$ cat config.mk
export PLATFORM = sky130hd
export DESIGN_NAME = tx_char_queue
export DESIGN_NICKNAME = d
export VERILOG_FILES = /design/src/rtl/tx_char_queue.sv
export SDC_FILE = /design/constraint.sdc
export NUM_CORES = 1
export LEC_CHECK = 0
export CORE_MARGIN = 2
export CORE_UTILIZATION = 45
export CTS_CLUSTER_DIAMETER = 200
export DETAILED_ROUTE_END_ITERATION = 8
export GPL_TIMING_DRIVEN = 0
export PLACE_DENSITY = 0.77
export SLEW_MARGIN = 40
export SYNTH_ARGS = -nofsm -noshare
export SYNTH_HDL_FRONTEND = slang
export SYNTH_SLANG_ARGS = --single-unit
$ cat constraint.sdc
create_clock -name clk -period 2.7 [get_ports clk]
set_input_delay 0.405 -clock clk [delete_from_list [all_inputs] [get_ports clk]]
set_output_delay 0.405 -clock clk [all_outputs]
set_load 0.02 [all_outputs]
$ cat src/rtl/tx_char_queue.sv
// tx_char_queue: byte queue feeding the serial transmitter. It sends one character per SEND state, then holds an idle gap.
// Defining TX_TIMEOUT_EN adds a SEND-state watchdog that drops a stalled character and sets timeoutErr.
module tx_char_queue #(
    parameter int DEPTH          = 8,
    parameter int ADDR_W         = 3,
    parameter int GAP_CYCLES     = 1,
    parameter int TIMEOUT_CYCLES = 255
) (
    input  logic              clk,
    input  logic              reset,
    input  logic [7:0]        wrData,
    input  logic              wrEn,
    output logic              full,
    output logic [ADDR_W:0]   count,
    output logic [7:0]        parallelDataOut,
    output logic              load,
    output logic              transmitEnable,
    input  logic              characterSent,
    output logic              busy,
    output logic              txDone,
    output logic              overflow,
    output logic              timeoutErr
);
    typedef enum logic [1:0] {IDLE, SEND, GAP} state_t;

    localparam int GAP_W = (GAP_CYCLES > 1) ? $clog2(GAP_CYCLES) : 1;

    state_t            state, stateNext;
    logic [7:0]        mem [DEPTH];
    logic [ADDR_W-1:0] wrPtr, rdPtr;
    logic [ADDR_W:0]   countNext;
    logic [GAP_W-1:0]  gapCnt, gapCntNext;
    logic              pop, push, sendDone, sendAbort;

`ifdef TX_TIMEOUT_EN
    localparam int TW = $clog2(TIMEOUT_CYCLES + 1);
    logic [TW-1:0] timer;

    // The timer sits at zero outside SEND, so it restarts on every SEND entry.
    assign sendAbort = (state == SEND) && !characterSent && (timer == TW'(TIMEOUT_CYCLES - 1));

    always_ff @(posedge clk or negedge reset) begin
        if (!reset) begin
            timer      <= '0;
            timeoutErr <= 1'b0;
        end else begin
            timer <= (state == SEND && stateNext == SEND) ? timer + 1'b1 : '0;
            if (sendAbort)
                timeoutErr <= 1'b1;
        end
    end
`else
    assign sendAbort  = 1'b0;
    assign timeoutErr = 1'b0;
`endif

    // NOTE: every signal assigned in always_comb gets a default first; a missed branch would otherwise infer a latch.
    always_comb begin
        stateNext  = state;
        gapCntNext = gapCnt;
        pop        = 1'b0;
        sendDone   = 1'b0;
        case (state)
            IDLE: begin
                if (count != '0) begin
                    pop       = 1'b1;
                    stateNext = SEND;
                end
            end
            SEND: begin
                if (characterSent) begin
                    sendDone   = 1'b1;
                    stateNext  = GAP;
                    gapCntNext = '0;
                end else if (sendAbort) begin
                    stateNext  = GAP;
                    gapCntNext = '0;
                end
            end
            GAP: begin
                if (gapCnt == GAP_W'(GAP_CYCLES - 1))
                    stateNext = IDLE;
                else
                    gapCntNext = gapCnt + 1'b1;
            end
            default: stateNext = IDLE;
        endcase

        // A pop in the same cycle frees a slot, so a full queue can still accept this write.
        push      = wrEn && (!full || pop);
        countNext = count;
        case ({push, pop})
            2'b10:   countNext = count + 1'b1;
            2'b01:   countNext = count - 1'b1;
            default: countNext = count;
        endcase
    end

    // NOTE: sequential state uses non-blocking assignments so every register samples pre-edge values.
    always_ff @(posedge clk or negedge reset) begin
        if (!reset) begin
            state           <= IDLE;
            gapCnt          <= '0;
            wrPtr           <= '0;
            rdPtr           <= '0;
            count           <= '0;
            full            <= 1'b0;
            parallelDataOut <= 8'h00;
            load            <= 1'b0;
            transmitEnable  <= 1'b0;
            busy            <= 1'b0;
            txDone          <= 1'b0;
            overflow        <= 1'b0;
        end else begin
            state          <= stateNext;
            gapCnt         <= gapCntNext;
            count          <= countNext;
            full           <= (countNext == (ADDR_W + 1)'(DEPTH));
            load           <= (stateNext == SEND);
            transmitEnable <= (stateNext == SEND);
            busy           <= (stateNext != IDLE);
            txDone         <= sendDone;
            if (push)
                wrPtr <= wrPtr + 1'b1;
            if (pop) begin
                rdPtr           <= rdPtr + 1'b1;
                parallelDataOut <= mem[rdPtr];
            end
            if (wrEn && full && !pop)
                overflow <= 1'b1;
        end
    end

    // NOTE: the storage array has no reset; the pointers and count alone decide which entries are valid.
    always_ff @(posedge clk) begin
        if (push)
            mem[wrPtr] <= wrData;
    end
endmodule

==> reports/metrics.csv, run 1 <==
stage;metric;value;unit
run_status;status;finished, final reports clean;
pwr;power.leakage;1.53;nW
worst_setup_path;worstSetupPathType;reg -> reg;
worst_hold_path;hold_class;in -> async;
placed_design;gp_congestion;0.719;
worst_setup_path;rrSetupSlack;0.16;ns
pwr;power_density;1150;nW/um2
global_route;track_usage;0.161;
final_layout;drive_above_1_share;0.267;
placed_design;dp_cells;332;
worst_setup_path;critPathMaxStageDelay;0.50;ns
timing;fin_crit_sh;0.942;
clock_network;clkSlewWorstSetupHoldPaths;0.09;ns
synth;ys_seq_area_frac;0.724;
clock_network;cts_max_level;3;
synth;async_flop_share;0.281;
worst_setup_path;worstPathRequired;2.97;ns
timing;layout_min_cycle_time;2.54;ns
global_route;grt_pass1_wl;9880;um
final_layout;layout_commonest_cell;edfxtp_1;
synth;synthesis.area;3520;um2
synth;synth_edf_count;64;
global_route;use_met2;0.264;
global_route;use_met3;0.0317;
worst_setup_path;critical_path_arrival;2.81;ns
global_route;use_met1;0.207;
global_route;antenna_found_initial;0;
global_route;grt_pass1_vias;1864;
final_layout;layout.nets;263;
clock_network;cts.sinks;89;
drt;drtPass1Iterations;4;
clock_network;cts_root_buffer;clkbuf_8;
worst_setup_path;cp_slowest_cell;or4b_1;
job;maxCapViolations;0;
die;core;7650;um2
drt;routed_wl;6430;um
synth;synth.net_count;217;
pwr;vdd_ir_drop_max;0.515;mV
final_layout;antenna_cells;0;
die;fp-row-count;32;
timing;drv_slew;0;
timing;tightest_slew;0.834;ns
drt;drt-initial-drc-count;151;
global_route;overflow;0;
drt;drtAntennaViolNets;0;
synth;yosys_most_used_dff;edfxtp_1;
drt;wl_per_cell;18.2;um
timing;timing.hold.ws;0.0346;ns
timing;hold_viol_final;0;
worst_setup_path;crit_chain;nor4_4, or3_4, buf_6, inv_2, ha_2, a211oi_1, a21oi_1, a22oi_1, or4b_1, a311oi_2;
timing;slew_headroom;0.441;
die;start_util;0.460;
global_route;grt_busiest_layer;met2;
drt;drc;0;
worst_setup_path;critPathMaxFanout;10;
global_route;grt_max_degree;26;
die;dieArea;8550;um2
pwr;power;0.00494;W
die;pin_count;31;
clock_network;clkLatencyLatePin;0.36;ns
final_layout;areaGrowthSynthToFinish;22.1;%
final_layout;layout_common_cells;edfxtp_1, clkdlybuf4s50_1, dfrtp_1;
timing;tns;0;ns
worst_setup_path;start_kind;flop;
synth;ys_types;36;
die;die_w;92.4;um
timing;finClkSkew;0.0118;ns
synth;yosysWarningCount;0;
timing;grt_setup_unrepaired;false;
placed_design;hpwl;4050;um
timing;clock.fmax;393;MHz
clock_network;cts_buffers;9;
synth;syn_avg_cell_area;17.6;um2
die;fp.dieH;92.4;um
drt;vias_per_cell;5.23;
clock_network;clock_path_buffers;2;
placed_design;port_buffers;29;
final_layout;instances_no_fill;353;
clock_network;ctsHoldBuffers;0;
clock_network;cts_tree;yes;
drt;dr_total_vias;1846;
timing;setup_viol;0;
synth;synth_seq_cells;89;
synth;netlist_instances;200;
worst_setup_path;end_kind;flop;
kinds of logic after synthesis:
family	synth area share
buffers and inverters	0.0174
other	0.00107
DFF	0.724
muxes	0.132
adders and majority gates	0.0178
AOI/OAI and AO/OA	0.0288
xor gates and xnor gates	0.0224
and+or+nand+nor	0.0572
what timing repair did:
action                     CTS  global route
pin swaps                    0             3
setup endpoints to repair    2             2
resized for setup            5            10
cloned                       0             0
buffers inserted             0             5
stage by stage:
stage | util | cell area (um2) | setup slack (ns)
after floorplan | - | 3520 | 0.0944
after CTS | 0.551 | 4220 | 0.00150
final | 0.562 | 4300 | 0.156
after global placement | 0.515 | 3940 | -0.162
after global routing | 0.562 | 4300 | 0.00701
after detailed placement | 0.518 | 3960 | -0.152
routing by layer:
layer / vias to the layer above / wire (um)
met5: - / 0
met1: 926 / 2680
met4: 0 / 111
met2: 53 / 3210
met3: 14 / 427
li1: 853 / -
where the power goes:
group          switching [W]  internal, W
registers           0.000189      0.00181
clock network       0.000467     0.000615
logic               0.000974     0.000889
layout make-up:
cell class	instances	area (um2)
clock buffer	9	124
sequential	89	2550
timing repair buffer	35	330
multi-input combinational	99	981
fill	595	3350
tap	102	128
buffer	10	60.1
clock inverter	7	116
inverter	2	7.51
synthesized netlist by cell type, drive strengths merged, types with 2 or more instances:
cell     n  area, um2
dfrtp   25        626
buf      8       45.0
ha       5       62.6
nand2   17       63.8
inv      2       7.50
mux2i    8       80.1
mux2     2       22.5
a21oi    3       15.0
nor2    10       37.5
xnor2    5       43.8
nand3    2       10.0
nand3b   2       15.0
xor2     4       35.0
edfxtp  64       1920
clkbuf   2       8.75
nor3     2       10.0
and2     2       12.5
mux4    16        360
nand2b   2       12.5
o21ai    8       40.0
state kept, by name, summed over array words and instances, names as in the netlist:
signal	cells
busy	1
transmitEnable	1
full	1
overflow	1
count	4
parallelDataOut	8
mem	64
rdPtr	3
wrPtr	3
state	2
txDone	1
final timing paths:
kind / cells after the start / startpoint / endpoint
hold reg to reg: 1 / overflow / overflow
setup reg to reg: 10 / count[3] / full
min in group clk: 1 / overflow / overflow
hold / removal: 1 / reset / wrPtr[2]
setup / recovery: 10 / count[3] / full
max in group asynchronous: 1 / reset / count[2]
critical path: cells and delay by family, from the launching register on:
kind                       cells  cell delay (ns)
and+or+nand+nor                3             0.97
AOI/OAI and AO/OA              4             0.55
DFF                            1             0.46
buffers and inverters          2             0.26
adders and majority gates      1             0.21
Note: power is estimated with default switching activity, not from simulation.
==> inputs of run 2 (changes only) <==
--- a/config.mk
+++ b/config.mk
@@ -10,6 +10,7 @@
 export CTS_CLUSTER_DIAMETER = 200
 export DETAILED_ROUTE_END_ITERATION = 8
 export GPL_TIMING_DRIVEN = 0
+export MAX_ROUTING_LAYER = met4
 export PLACE_DENSITY = 0.77
 export SLEW_MARGIN = 40
 export SYNTH_ARGS = -nofsm -noshare
==> run 2 against run 1 <==
  * Non-clock buffer count is the same
  * Global-route usage grew 0.48 points
  * Sequential share of layout area is the same
  * Register-to-register slack is essentially flat
  * Sequential power is essentially flat
  * Via count shrank 0.27%
  * Clock skew shrank 0.0017 ns
  * Fmax is essentially flat
  * Hold slack gained 0.0046 ns
  * Core utilization is the same
  * Sequential cell count is the same
  * Power is essentially flat
  * Critical path type unchanged
  * Largest cell class unchanged
==> reports/metrics.csv, run 2 (synthesized netlist as in run 1, its figures left out) <==
stage;metric;value;unit;change
worst_setup_path;critical_path_arrival;2.81;ns;about the same
timing;setup_viol;0;;unchanged
clock_network;cts_tree;yes;;
drt;wl_per_cell;18.2;um;+0.14%
die;pin_count;31;;unchanged
timing;finClkSkew;0.0101;ns;-0.00172 ns
drt;drc;0;;unchanged
worst_setup_path;start_kind;flop;;
worst_setup_path;critPathMaxFanout;10;;unchanged
die;dieArea;8550;um2;unchanged
die;core;7650;um2;unchanged
final_layout;reg_top3;mem x64, parallelDataOut x8, count x4;;
timing;fin_crit_sh;0.943;;about the same
worst_setup_path;crit_chain;nor4_4, or3_4, buf_6, inv_2, ha_2, a211oi_1, a21oi_1, a22oi_1, or4b_1, a311oi_2;;
clock_network;clkSlewWorstSetupHoldPaths;0.09;ns;about the same
worst_setup_path;end_kind;flop;;
clock_network;cts.sinks;89;;unchanged
final_layout;instances_no_fill;353;;unchanged
pwr;power_density;1150;nW/um2;about the same
timing;tns;0;ns;unchanged
timing;grt_setup_unrepaired;false;;
final_layout;top_register;mem;;
final_layout;drive_above_1_share;0.267;;unchanged
global_route;grt_pass1_vias;1870;;+0.32%
final_layout;layout_common_cells;edfxtp_1, clkdlybuf4s50_1, dfrtp_1;;
worst_setup_path;crit_cells;10;;unchanged
timing;clock.fmax;393;MHz;about the same
drt;drt-initial-drc-count;150;;-0.66%
timing;drv_slew;0;;unchanged
global_route;overflow;0;;unchanged
pwr;power;0.00494;W;about the same
timing;tightest_slew;0.835;ns;+0.000901 ns
global_route;grt_pass1_wl;9870;um;about the same
final_layout;n_fill_cell;595;;unchanged
clock_network;clock_path_buffers;2;;unchanged
pwr;vdd_ir_drop_max;0.515;mV;about the same
worst_setup_path;crit_start;count[3];;
worst_setup_path;critPathMaxStageDelay;0.50;ns;about the same
timing;timing.hold.ws;0.0392;ns;+0.00461 ns
final_layout;fin_util;0.562;;unchanged
worst_setup_path;path_delay_family;simple AND/OR/NAND/NOR gates;;
final_layout;antenna_cells;0;;unchanged
drt;drtAntennaViolNets;0;;unchanged
global_route;grt_max_degree;26;;unchanged
pwr;power.leakage;1.53;nW;unchanged
worst_setup_path;rr_startpoint;count[3];;
die;die_w;92.4;um;unchanged
worst_setup_path;worstPathRequired;2.96;ns;about the same
worst_setup_path;timing.rr.end;full;;
die;fp-row-count;32;;unchanged
die;fp.dieH;92.4;um;unchanged
drt;dr_total_vias;1841;;-0.27%
placed_design;gp_congestion;0.727;;+1.2%
worst_setup_path;endpoint;full;;
clock_network;cts_max_level;3;;unchanged
global_route;track_usage;0.166;;+0.00479
final_layout;layout_commonest_cell;edfxtp_1;;
placed_design;port_buffers;29;;unchanged
placed_design;hpwl;4050;um;unchanged
final_layout;largest_reg_flops;64;;unchanged
final_layout;layout.nets;263;;unchanged
job;maxCapViolations;0;;unchanged
timing;hold_viol_final;0;;unchanged
clock_network;cts_root_buffer;clkbuf_8;;
clock_network;cts_buffers;9;;unchanged
worst_hold_path;hold_class;in -> async;;
worst_setup_path;worstSetupPathType;reg -> reg;;
worst_setup_path;cp_slowest_cell;or4b_1;;
drt;routed_wl;6440;um;+0.14%
timing;layout_min_cycle_time;2.55;ns;+0.00226 ns
die;start_util;0.460;;unchanged
drt;drtPass1Iterations;4;;unchanged
final_layout;areaGrowthSynthToFinish;22.1;%;unchanged
placed_design;dp_cells;332;;unchanged
clock_network;clkLatencyLatePin;0.35;ns;about the same
run_status;status;finished, final reports clean;;
clock_network;ctsHoldBuffers;0;;unchanged
global_route;antenna_found_initial;0;;unchanged
worst_setup_path;rrSetupSlack;0.15;ns;about the same
timing;slew_headroom;0.440;;-0.000603
drt;vias_per_cell;5.22;;-0.27%
worst_setup_path;r2r_cells;10;;unchanged
worst_setup_path;path_buf_inv;2;;unchanged
==> run 2: cell counts in the layout (fill, tap and decap cells not counted) <==
No cell type changed its count.
==> run 2: area by class of cell <==
cell class	instances	area [um2]	area share
Sequential cell	89	2550	0.594
Multi-Input combinational cell	99	981	0.228
Timing Repair Buffer	35	330	0.0768
Tap cell	102	128	0.0297
Clock buffer	9	124	0.0288
Clock inverter	7	116	0.0271
Buffer	10	60.1	0.0140
Inverter	2	7.51	0.00175
==> run 2: stage by stage <==
stage	setup WS (ns)	area [um2]
floorplan	0.0944	3520
global placement	-0.162	3940
detailed placement	-0.152	3960
CTS	0.00150	4220
global route	0.00701	4300
finish	0.154	4300
==> run 2: repair_timing <==
| action | 4_1_cts | 5_1_grt |
|---|---|---|
| endpoints found under the setup margin | 2 | 2 |
| pin swaps | 0 | 3 |
| setup buffers | 0 | 5 |
| gates cloned | 0 | 0 |
| gates resized for setup | 5 | 10 |
| hold endpoints to repair | 0 | 0 |
==> run 2: worst min-delay path by stage <==
stage | from | to | cells after the start
global route | reset | wrPtr[2] | 1
global placement | overflow | overflow | 1
CTS | reset | wrPtr[2] | 1
finish | reset | wrPtr[2] | 1
detailed placement | reset | parallelDataOut[0] | 1
floorplan | reset | busy | 0
==> run 2: worst register-to-register path: cells and delay by family, from the launching register on <==
| kind | cells | cell delay (ns) |
|---|---|---|
| simple gates | 3 | 0.97 |
| compound gates | 4 | 0.55 |
| flops | 1 | 0.46 |
| buf+inv | 2 | 0.27 |
| fa+ha+maj | 1 | 0.21 |
==> run 2: report_power, final <==
part           total (W)  switching (W)  internal [W]
Sequential       0.00200       0.000189       0.00181
Combinational    0.00187       0.000977      0.000889
Clock            0.00108       0.000464      0.000615
Total            0.00494        0.00163       0.00331
==> run 2: layer usage <==
metal,part of all wire,vias up,GRT usage
met4,0.013,0,0.0784
met2,0.51,54,0.264
met3,0.061,8,0.0317
met1,0.42,924,0.208
met5,0,-,-
li1,-,855,-
